`config.mk`:
```
export PLATFORM = sky130hd
export DESIGN_NAME = convolve_ctrl
export DESIGN_NICKNAME = d
export VERILOG_FILES = /design/src/rtl/convolve_ctrl.sv
export SDC_FILE = /design/constraint.sdc
export NUM_CORES = 1
export LEC_CHECK = 0
export BUFFER_PORTS_ARGS = -buffer_cell sky130_fd_sc_hd__buf_2
export CAP_MARGIN = 25
export CORE_MARGIN = 2
export CORE_UTILIZATION = 32
export CTS_CLUSTER_DIAMETER = 50
export DETAILED_ROUTE_END_ITERATION = 16
export PLACE_DENSITY_LB_ADDON = 0.25
export SLEW_MARGIN = 40
export SYNTH_ARGS = -nofsm -noshare
export SYNTH_HDL_FRONTEND = slang
export SYNTH_SLANG_ARGS = --single-unit
```
`constraint.sdc`:
```
create_clock -name clk -period 6.2 [get_ports clk]
set_clock_uncertainty 0.05 [all_clocks]
set_input_delay 1.24 -clock clk [delete_from_list [all_inputs] [get_ports clk]]
set_output_delay 1.24 -clock clk [all_outputs]
set_load 0.1 [all_outputs]
```
`src/rtl/convolve_ctrl.sv`:
```
`default_nettype none
// +---------------------------------------------------------------------------+
// | convolve_ctrl: raster sequencer and coefficient owner for the convolution |
// | kernel; streams a frame, then flushes zero pixels to drain trailing rows. |
// | Revision: 1.0                                                             |
// +---------------------------------------------------------------------------+
module convolve_ctrl #(
  parameter int KRNL_SZ   = 5,
  parameter int ROW_SZ    = 320,
  parameter int COL_SZ    = 240,
  parameter int FLUSH_LEN = ROW_SZ*(KRNL_SZ/2)+(KRNL_SZ/2)
) (
  input  logic                         clk,
  input  logic                         reset,
  input  logic                         start,
  input  logic                         abort,
  output logic                         busy,
  output logic                         done,
  input  logic [7:0]                   src_val,
  input  logic                         src_valid,
  output logic                         src_ready,
  input  logic                         cfg_we,
  input  logic [4:0]                   cfg_addr,
  input  logic [7:0]                   cfg_data,
  output logic [7:0]                   cv_in_val,
  output logic [9:0]                   cv_in_x,
  output logic [9:0]                   cv_in_y,
  output logic                         cv_is_in_val,
  output logic [KRNL_SZ*KRNL_SZ*8-1:0] kernel,
  output logic [15:0]                  frame_cnt
);

  localparam int          NCOEF  = KRNL_SZ*KRNL_SZ;
  localparam int          AW     = (NCOEF > 1) ? $clog2(NCOEF) : 1;
  localparam int          FCW    = $clog2(FLUSH_LEN + 1);
  localparam logic [9:0]  X_LAST = 10'(ROW_SZ - 1);
  localparam logic [9:0]  Y_LAST = 10'(COL_SZ - 1);

  typedef enum logic [2:0] {
    S_IDLE   = 3'd0,
    S_LOAD   = 3'd1,
    S_STREAM = 3'd2,
    S_FLUSH  = 3'd3,
    S_DONE   = 3'd4
  } state_t;

  state_t                   state_q, state_d;
  logic [9:0]               x_q, x_d, y_q, y_d;
  logic [FCW-1:0]           flush_cnt_q, flush_cnt_d;
  logic [NCOEF-1:0][7:0]    shadow_q, shadow_d, active_q, active_d;
  logic [7:0]               cv_in_val_q, cv_in_val_d;
  logic [9:0]               cv_in_x_q, cv_in_x_d, cv_in_y_q, cv_in_y_d;
  logic                     cv_is_in_val_q, cv_is_in_val_d;
  logic                     done_q, done_d;
  logic [15:0]              frame_cnt_q, frame_cnt_d;

  logic                     w_accept, w_push, w_x_wrap, w_last_pix;
  logic [9:0]               w_x_nxt, w_y_nxt;

  assign src_ready  = (state_q == S_STREAM);
  assign w_accept   = src_valid & src_ready;
  assign w_push     = w_accept | (state_q == S_FLUSH);
  assign w_x_wrap   = (x_q == X_LAST);
  assign w_last_pix = w_x_wrap & (y_q == Y_LAST);
  assign w_x_nxt    = w_x_wrap ? 10'd0 : x_q + 10'd1;
  assign w_y_nxt    = w_x_wrap ? ((y_q == Y_LAST) ? 10'd0 : y_q + 10'd1) : y_q;

  always_comb begin
    state_d        = state_q;
    x_d            = x_q;
    y_d            = y_q;
    flush_cnt_d    = flush_cnt_q;
    shadow_d       = shadow_q;
    active_d       = active_q;
    cv_in_val_d    = cv_in_val_q;
    cv_in_x_d      = cv_in_x_q;
    cv_in_y_d      = cv_in_y_q;
    cv_is_in_val_d = 1'b0;
    done_d         = 1'b0;
    frame_cnt_d    = frame_cnt_q;

    if (cfg_we && ({27'd0, cfg_addr} < 32'(NCOEF))) begin
      shadow_d[cfg_addr[AW-1:0]] = cfg_data;
    end

    if (w_push) begin
      cv_is_in_val_d = 1'b1;
      cv_in_val_d    = (state_q == S_FLUSH) ? 8'd0 : src_val;
      cv_in_x_d      = x_q;
      cv_in_y_d      = y_q;
      x_d            = w_x_nxt;
      y_d            = w_y_nxt;
    end

    case (state_q)
      S_IDLE: begin
        if (start) state_d = S_LOAD;
      end
      S_LOAD: begin
        // Commit uses shadow_d so a write landing in this very cycle is kept.
        active_d    = shadow_d;
        x_d         = 10'd0;
        y_d         = 10'd0;
        flush_cnt_d = '0;
        state_d     = S_STREAM;
      end
      S_STREAM: begin
        if (w_accept && w_last_pix) state_d = S_FLUSH;
      end
      S_FLUSH: begin
        flush_cnt_d = flush_cnt_q + 1'b1;
        if (flush_cnt_q == FCW'(FLUSH_LEN - 1)) begin
          state_d     = S_DONE;
          done_d      = 1'b1;
          frame_cnt_d = frame_cnt_q + 16'd1;
        end
      end
      S_DONE: begin
        state_d = S_IDLE;
      end
      default: begin
        state_d = S_IDLE;
      end
    endcase

    if (abort) begin
      state_d        = S_IDLE;
      x_d            = 10'd0;
      y_d            = 10'd0;
      flush_cnt_d    = '0;
      active_d       = active_q;
      cv_in_val_d    = cv_in_val_q;
      cv_in_x_d      = cv_in_x_q;
      cv_in_y_d      = cv_in_y_q;
      cv_is_in_val_d = 1'b0;
      done_d         = 1'b0;
      frame_cnt_d    = frame_cnt_q;
    end
  end

  always_ff @(posedge clk or negedge reset) begin
    if (!reset) begin
      state_q        <= S_IDLE;
      x_q            <= 10'd0;
      y_q            <= 10'd0;
      flush_cnt_q    <= '0;
      shadow_q       <= '0;
      active_q       <= '0;
      cv_in_val_q    <= 8'd0;
      cv_in_x_q      <= 10'd0;
      cv_in_y_q      <= 10'd0;
      cv_is_in_val_q <= 1'b0;
      done_q         <= 1'b0;
      frame_cnt_q    <= 16'd0;
    end else begin
      state_q        <= state_d;
      x_q            <= x_d;
      y_q            <= y_d;
      flush_cnt_q    <= flush_cnt_d;
      shadow_q       <= shadow_d;
      active_q       <= active_d;
      cv_in_val_q    <= cv_in_val_d;
      cv_in_x_q      <= cv_in_x_d;
      cv_in_y_q      <= cv_in_y_d;
      cv_is_in_val_q <= cv_is_in_val_d;
      done_q         <= done_d;
      frame_cnt_q    <= frame_cnt_d;
    end
  end

  assign busy         = (state_q != S_IDLE);
  assign done         = done_q;
  assign cv_in_val    = cv_in_val_q;
  assign cv_in_x      = cv_in_x_q;
  assign cv_in_y      = cv_in_y_q;
  assign cv_is_in_val = cv_is_in_val_q;
  assign kernel       = active_q;
  assign frame_cnt    = frame_cnt_q;

endmodule
`default_nettype wire

```
## Word-level counts from Yosys, hierarchy flattened

Index checks and enable logic that the tools add are counted.

- Register bits after elaboration: 479
- Bits of input ports: 27
- Output and inout bits: 248
- Word-level logic and storage cells: 119

- Add/sub/neg operators: 4
- $lt $le $gt $ge: 3
- Equality and inequality tests: 9
- Muxes and demuxes: 26
- Bitwise gates (word level): 4
- Reductions and logical operators: 13

Operators with widths:

| operator | number |
|---|---|
| 200-bit bitwise mux | 1 |
| 200-bit two-way mux | 1 |
| 10-bit two-way mux | 10 |
| 8-bit demux with 5-bit select | 1 |
| 10-bit by 1-bit adder with 10-bit output, second input constant | 3 |
| 10-bit one-hot mux with 2 select lines | 1 |
| 16-bit by 1-bit adder with 16-bit output, second input constant | 1 |
| 8-bit two-way mux | 2 |
| 3-bit two-way mux | 4 |
| 3-bit one-hot mux with 4 select lines | 1 |
| 3-bit nonzero test | 4 |
| 10-bit == test, second input constant | 1 |
| 10-bit by 8-bit == test with 1-bit output, second input constant | 1 |
| 10-bit by 9-bit == test with 1-bit output, second input constant | 1 |
| 3-bit by 2-bit == test with 1-bit output, second input constant | 2 |
| 5-bit by 6-bit < comparator with 1-bit output, second input constant | 1 |
| 3-bit by 2-bit != test with 1-bit output, second input constant | 2 |
| 2-bit AND reduction | 3 |
| 3-bit AND reduction | 2 |
| 5-bit by 1-bit >= comparator with 1-bit output, second input constant | 1 |
| 5-bit < comparator, second input constant | 1 |
| 1-bit two-way mux | 5 |
| 3-bit by 1-bit == test with 1-bit output, second input constant | 1 |
| 1-bit logical AND | 3 |
| 5 further kinds | 6 |

## Logic depth before layout (Yosys ltp)

Gate-level depths: netlist of the first run.

- Depth in word-level cells: 6
- Mapped depth: 8

## Worst setup path after synthesis of the first run

OpenSTA, ideal clock, no wires.

- Path kind: reg2out
- From: reg state_q[0]
- To: out src_ready
- Arrival time: 2747 ps
- Data required time: 4910 ps
- Slack: 2163 ps
- Cell stages (with the launch flop): 3
- Path through: dfrtp_1 buf_2 nor3b_1

- Word-level cells in the longest chain between the ends: 1

RTL lines:

| element | line | RTL |
|---|---|---|
| from (decl) | 47 | `state_t state_q, state_d;` |
| from (signal assigned) | 156 | `state_q <= state_d;` |
| 3-bit by 2-bit == test with 1-bit output | 60 | `assign src_ready = (state_q == S_STREAM);` |
| to (decl) | 21 | `output logic src_ready,` |

Every way passes these cells.

## Final worst setup path of the first run

- From: reg state_q[0]
- To: out busy

- Word-level cells in the longest chain between the ends: 1

RTL lines:

| element | line | RTL |
|---|---|---|
| 3-bit nonzero test | 171 | `assign busy = (state_q != S_IDLE);` |
| to (decl) | 17 | `output logic busy,` |

Every way passes these cells.

==> results.py, run 1 <==
metrics = {
    "outcome": {
        "status": "finished clean",
    },
    "sta": {
        "finalSetupTns_ps": 0,
        "period_minus_slack_ps": 3140,
        "slew_viol_final": 0,
        "fmax_mhz": 319,
        "hold_violations": 0,
        "setup_viol": 0,
        "tightestPinTransition_ps": 803,
        "maxSlewHeadroom_pct": 46.5,
        "rsz0062_at_grt": "no",
        "min_period_over_period_pct": 50.6,
    },
    "clock_network": {
        "hold_buffers": 0,
        "clock_path_buffers": 3,
        "path_clk_slew_ps": 60,
        "cts_sinks": 479,
        "ctsHtreeMaxLevel": 2,
        "cts_buffers": 57,
        "cts-resized-gates": 0,
        "post_cts_buffers": 0,
        "cts_tree": "done",
        "root_buffer": "clkbuf_16",
        "clk_latency_ps": 610,
    },
    "synthesis": {
        "synth_fp_nets": 1262,
        "syn_inst": 1230,
        "syn_area_sq_mm": 0.0186,
        "ys_warn_count": 0,
        "synth.avg_cell_area_sq_um": 15.1,
        "synth_top_area_share_pct": 64.4,
        "synth_edf_count": 0,
        "synth_flop_cell": "dfrtp_1",
        "ys_ff_latch": 479,
        "yosys.area.top_type": "dfrtp_1",
        "ys_seq_area_share_pct": 64.4,
        "ys_async_sr_fraction_pct": 100,
        "synthTopCellsByArea": "dfrtp_1, mux2_2, o21ai_0",
        "ys_types": 48,
    },
    "run": {
        "cap_violations": 0,
    },
    "global_routing": {
        "antenna_found_initial": 0,
        "grt_max_degree": 138,
        "grt_pass1_vias": 11500,
        "grt_pass1_wl_mm": 69.8,
        "grt.overflow.total": 0,
        "grt_usage_pct": 15.1,
    },
    "detailed_routing": {
        "wl_per_cell_microns": 19.4,
        "drt_iter0_markers": 383,
        "drc": 0,
        "postRouteAntennaNets": 0,
        "wl_mm": 45.1,
        "routed_via_density": 4.69,
        "dr_total_vias": 10900,
        "drt-pass1-iter-count": 4,
    },
    "setup_path": {
        "rrSetupSlack_ps": 3640,
        "arrival_ps": 1850,
        "critical_path_class": "reg2out",
        "r2r_cells": 5,
        "start_kind": "register",
        "r2r_end": "frame_cnt[7]$_DFFE_PN0P_",
        "r2r-start": "state_q[2]$_DFFE_PN0P_",
        "crit_required_ps": 4910,
        "worstPathMaxFanout": 11,
        "critPathCaptureType": "primary output",
    },
    "die": {
        "initial_core_util_pct": 32.3,
        "die_x_microns": 245,
        "die-area_sq_mm": 0.0601,
        "ioPinCount": 275,
        "fp.dieH_microns": 245,
        "std_cell_rows": 88,
        "core_area_sq_mm": 0.0576,
    },
    "layout": {
        "stdcell_count": 2327,
        "utilization_pct": 39.9,
        "syn2layout_area_growth_pct": 23.3,
        "fin_nets": 1547,
        "drive_gt1_share_pct": 53.7,
        "fill_cells": 5361,
    },
    "place": {
        "io_buffer_count": 274,
        "dp_hpwl_mm": 28.6,
        "gp_congestion": 0.827,
        "dp.cells": 2219,
    },
    "power": {
        "power.total_mw": 13.0,
        "power.density_mw_per_mm2": 566,
        "p_leak_nw": 11.2,
        "ir_worst_vdd_mv": 0.292,
    },
    "min_path": {
        "timing.hold.worst.class": "reg2reg",
        "hold_start": "frame_cnt[15]$_DFFE_PN0P_",
        "holdPathEnd": "frame_cnt[15]$_DFFE_PN0P_",
        "holdPathStages": 1,
    },
}
[cells in the mapped netlist (3+ instances only)]
library cell  number
and2_1             3
nand3_1           12
ha_1               5
nand2_2           12
xnor2_1           15
and3_1             5
buf_2             27
nand4b_1           4
nand2_1           49
nor2b_1            4
inv_1              8
nor4_1             3
buf_4              4
o31ai_1            4
a31oi_1            4
nor2_2             8
and4_1             3
nand2b_1           5
a21oi_1            9
dfrtp_1          479
clkbuf_1          27
or3_1              5
xor2_1             5
nor3_1             6
o21ai_0           40
nor3_2             4
nand4_1            9
or4_1              4
nor2_1            23
mux2_2           420
[report_power, final]
group          internal [mW]  switching [mW]  leakage, nW  total, mW
logic                  0.904            4.36         3.91       5.27
registers               3.87           0.315         6.24       4.18
clock network           2.21            1.32         1.01       3.54
[worst max-delay path by stage]
stage / startpoint / to / slack (ps)
after global placement: abort / frame_cnt[15]$_DFFE_PN0P_ / 2550
after detailed placement: abort / frame_cnt[15]$_DFFE_PN0P_ / 2500
final: state_q[0]$_DFFE_PN0P_ / busy / 3060
after floorplan: state_q[0]$_DFFE_PN0P_ / src_ready / 2160
after global routing: state_q[2]$_DFFE_PN0P_ / src_ready / 2970
after CTS: state_q[0]$_DFFE_PN0P_ / busy / 3030
[cells in the final DEF, fill, tap and decap left out, types with 6 or more instances in the layout]
master / count
nand2_2: 12
nor2_2: 8
nand3_1: 12
clkbuf_8: 19
buf_4: 6
bufinv_16: 7
xnor2_1: 15
nand4_1: 9
clkbuf_16: 57
clkbuf_1: 8
dfrtp_1: 479
nor2_1: 23
o21ai_0: 40
a21oi_1: 9
inv_1: 8
nand2_1: 49
buf_2: 269
mux2_2: 420
[cells by family after synthesis]
kind of cell	share of synthesized area, %
flops	64.4
mux	25.4
simple gates	5.32
compound gates	2.03
buf+inv	1.59
xor+xnor	0.941
fa+ha+maj	0.336
[per-stage QoR]
step	area (sq um)	setup WS [ps]	hold WS [ps]
after floorplan	18600	2160	401
after global placement	20800	2550	416
after CTS	22900	3030	428
after detailed placement	20800	2500	419
after global routing	23000	2970	444
final	23000	3060	421
[final cells by class]
cell class,instances,area [sq um],share of cell area (%)
inverters,8,30.0,0.131
clock inverters,21,334,1.45
well taps,765,957,4.17
diodes,1,2.50,0.0109
repair buffers,284,1570,6.85
multi-input cells,685,6360,27.7
flip-flops and latches,479,12000,52.2
clock buffers,84,1720,7.48
[metal layers]
metal	track usage (%)	vias to the layer above	wire (microns)
met5	0	-	0
met4	3.80	0	811
met3	4.35	64	3140
met2	23.9	244	21100
met1	20.3	5645	20100
li1	-	4967	-
[state kept, by name, summed over array words and instances, names as in the netlist]
name	flops
cv_is_in_val	1
x_q	10
cv_in_val	8
shadow_q	200
state_q	3
y_q	10
cv_in_x	10
flush_cnt_q	10
kernel	200
done	1
frame_cnt	16
cv_in_y	10
[critical path, cell delays in order (launching register included)]
cell	delay [ps]
dfrtp_1	520
or3_1	430
buf_2	300
No activity file was read; power rests on OpenSTA's default activity.
==> inputs of run 2 (changes only) <==
Clock period 6.2 ns to 2.65 ns, I/O delays scaled along.
==> run 2 against run 1 <==
Effect of this change: largest cell class unchanged; sequential cell count stayed put; global-route usage is 0.48 points higher; critical path depth stayed put; largest power group unchanged; first-iteration DRC count is 16% higher; worst setup slack worse by 2800 ps; sequential share of layout area is 0.49 points lower; non-clock buffer count is 28 higher; final area is 0.94% higher.
==> results.py, run 2 (synthesis gave the netlist of run 1 again) <==
metrics = {
    "global_routing": {
        "antenna_found_initial": 1,
        "grt_pass1_wl_mm": 71.8,
        "grt_usage_pct": 15.5,
        "grt_pass1_vias": 11800,
        "grt_max_degree": 82,
        "grt.overflow.total": 0,
    },
    "setup_path": {
        "cp_num_buf_inv": 1,
        "arrival_ps": 1830,
        "critPathCaptureType": "primary output",
        "crit_required_ps": 2070,
        "worstPathMaxFanout": 11,
        "critPathSlowestCell": "dfrtp_1",
        "critical_path_class": "reg2out",
        "start_kind": "register",
        "rrSetupSlack_ps": 400,
        "crit_cells": 2,
        "critPathTopFamily": "flip-flops",
        "cp_slowest_stage_delay_ps": 510,
        "r2r_cells": 6,
        "cp_cell_sequence": "or3_1, buf_2",
    },
    "sta": {
        "period_minus_slack_ps": 2410,
        "fmax_mhz": 415,
        "setup_viol": 0,
        "slew_viol_final": 0,
        "finalSetupTns_ps": 0,
        "hold_slack_ps": 72.2,
        "maxSlewHeadroom_pct": 45.6,
        "rsz0062_at_grt": "no",
        "min_period_over_period_pct": 90.8,
        "tightestPinTransition_ps": 816,
        "hold_violations": 0,
    },
    "clock_network": {
        "cts-resized-gates": 0,
        "cts_sinks": 479,
        "cts_tree": "done",
        "cts_buffers": 59,
        "root_buffer": "clkbuf_16",
        "ctsHtreeMaxLevel": 2,
        "clock_path_buffers": 3,
        "path_clk_slew_ps": 60,
        "clk_latency_ps": 620,
    },
    "layout": {
        "layout_commonest_cell": "dfrtp_1",
        "multi_input_area_sq_mm": 0.00635,
        "fill_cells": 5398,
        "stdcell_count": 2357,
        "fin_nets": 1577,
        "final_cell_mix": "dfrtp_1, mux2_2, buf_2, clkbuf_16, nand2_1",
        "seq_area_sq_mm": 0.0120,
        "drive_gt1_share_pct": 54.7,
        "syn2layout_area_growth_pct": 24.5,
        "final_area_sq_mm": 0.0232,
    },
    "detailed_routing": {
        "drc": 0,
        "drt-pass1-iter-count": 4,
        "routed_via_density": 4.70,
        "wl_mm": 46.4,
        "postRouteAntennaNets": 0,
        "dr_total_vias": 11100,
        "wl_per_cell_microns": 19.7,
        "drt_iter0_markers": 445,
    },
    "die": {
        "die_x_microns": 245,
        "core_area_sq_mm": 0.0576,
        "ioPinCount": 275,
        "std_cell_rows": 88,
        "fp.dieH_microns": 245,
        "initial_core_util_pct": 32.3,
        "die-area_sq_mm": 0.0601,
    },
    "run": {
        "cap_violations": 0,
    },
    "power": {
        "power.total_mw": 30.5,
        "p_leak_nw": 11.3,
        "ir_worst_vdd_mv": 1.02,
        "power.density_mw_per_mm2": 1310,
    },
    "outcome": {
        "status": "finished clean",
    },
    "place": {
        "placed_area_sq_mm": 0.0211,
        "dp_hpwl_mm": 30.4,
        "io_buffer_count": 274,
        "gp_congestion": 0.764,
        "dp.cells": 2248,
    },
    "min_path": {
        "timing.hold.worst.class": "in2reg",
        "holdPathStages": 3,
    },
}
-- run 2: changes by cell type in the layout (fill, tap and decap cells not counted), moves of 2 or more --
cell	delta
clkbuf_8	-9
clkbuf_16	+2
clkinv_4	+4
clkbuf_1	-3
buf_12	+4
inv_8	+2
buf_16	-2
clkinv_2	+2
buf_4	+25
clkinvlp_4	+3
-- run 2: report_power, final --
part	internal (mW)	switching, mW
Sequential	9.06	0.821
Clock	5.00	3.25
Combinational	2.13	10.2
-- run 2: metrics by stage --
| step | util (%) | setup WS, ps |
|---|---|---|
| floorplan | - | 312 |
| global placement | 36.6 | 240 |
| detailed placement | 36.7 | 240 |
| CTS | 40.2 | 193 |
| global route | 40.2 | 133 |
| finish | 40.3 | 243 |
-- run 2: cell type report --
class | instances | share of cell area, %
Antenna cell | 2 | 0.0216
Sequential cell | 479 | 51.7
Clock inverter | 32 | 1.83
Multi-Input combinational cell | 685 | 27.4
Tap cell | 765 | 4.13
Timing Repair Buffer | 312 | 7.72
Inverter | 8 | 0.130
Clock buffer | 74 | 7.04
-- run 2: final timing paths --
check | start | end
max in group asynchronous | reset | kernel[115]$_DFFE_PN0P_
min reg2reg | frame_cnt[15]$_DFFE_PN0P_ | frame_cnt[15]$_DFFE_PN0P_
max reg2reg | x_q[0]$_DFFE_PN0P_ | y_q[9]$_DFFE_PN0P_
min | src_val[7] | cv_in_val[7]$_DFFE_PN0P_
min in group asynchronous | reset | shadow_q[92]$_DFF_PN0_
max | state_q[0]$_DFFE_PN0P_ | busy
-- run 2: layer usage --
layer	track usage [%]	wire length (microns)	up-vias
met5	0	0	-
met4	4.73	1010	0
met3	4.09	2930	71
met2	25.1	22000	246
met1	20.5	20400	5768
li1	-	-	4988
-- run 2: what timing repair did --
action	in CTS	in global routing
setup buffers	0	0
hold buffers	1	0
endpoints found under the hold margin	33	0
-- run 2: worst min-delay path: stages --
cell and delay (ps):
buf_2 80, nand2_1 30, o21ai_0 50
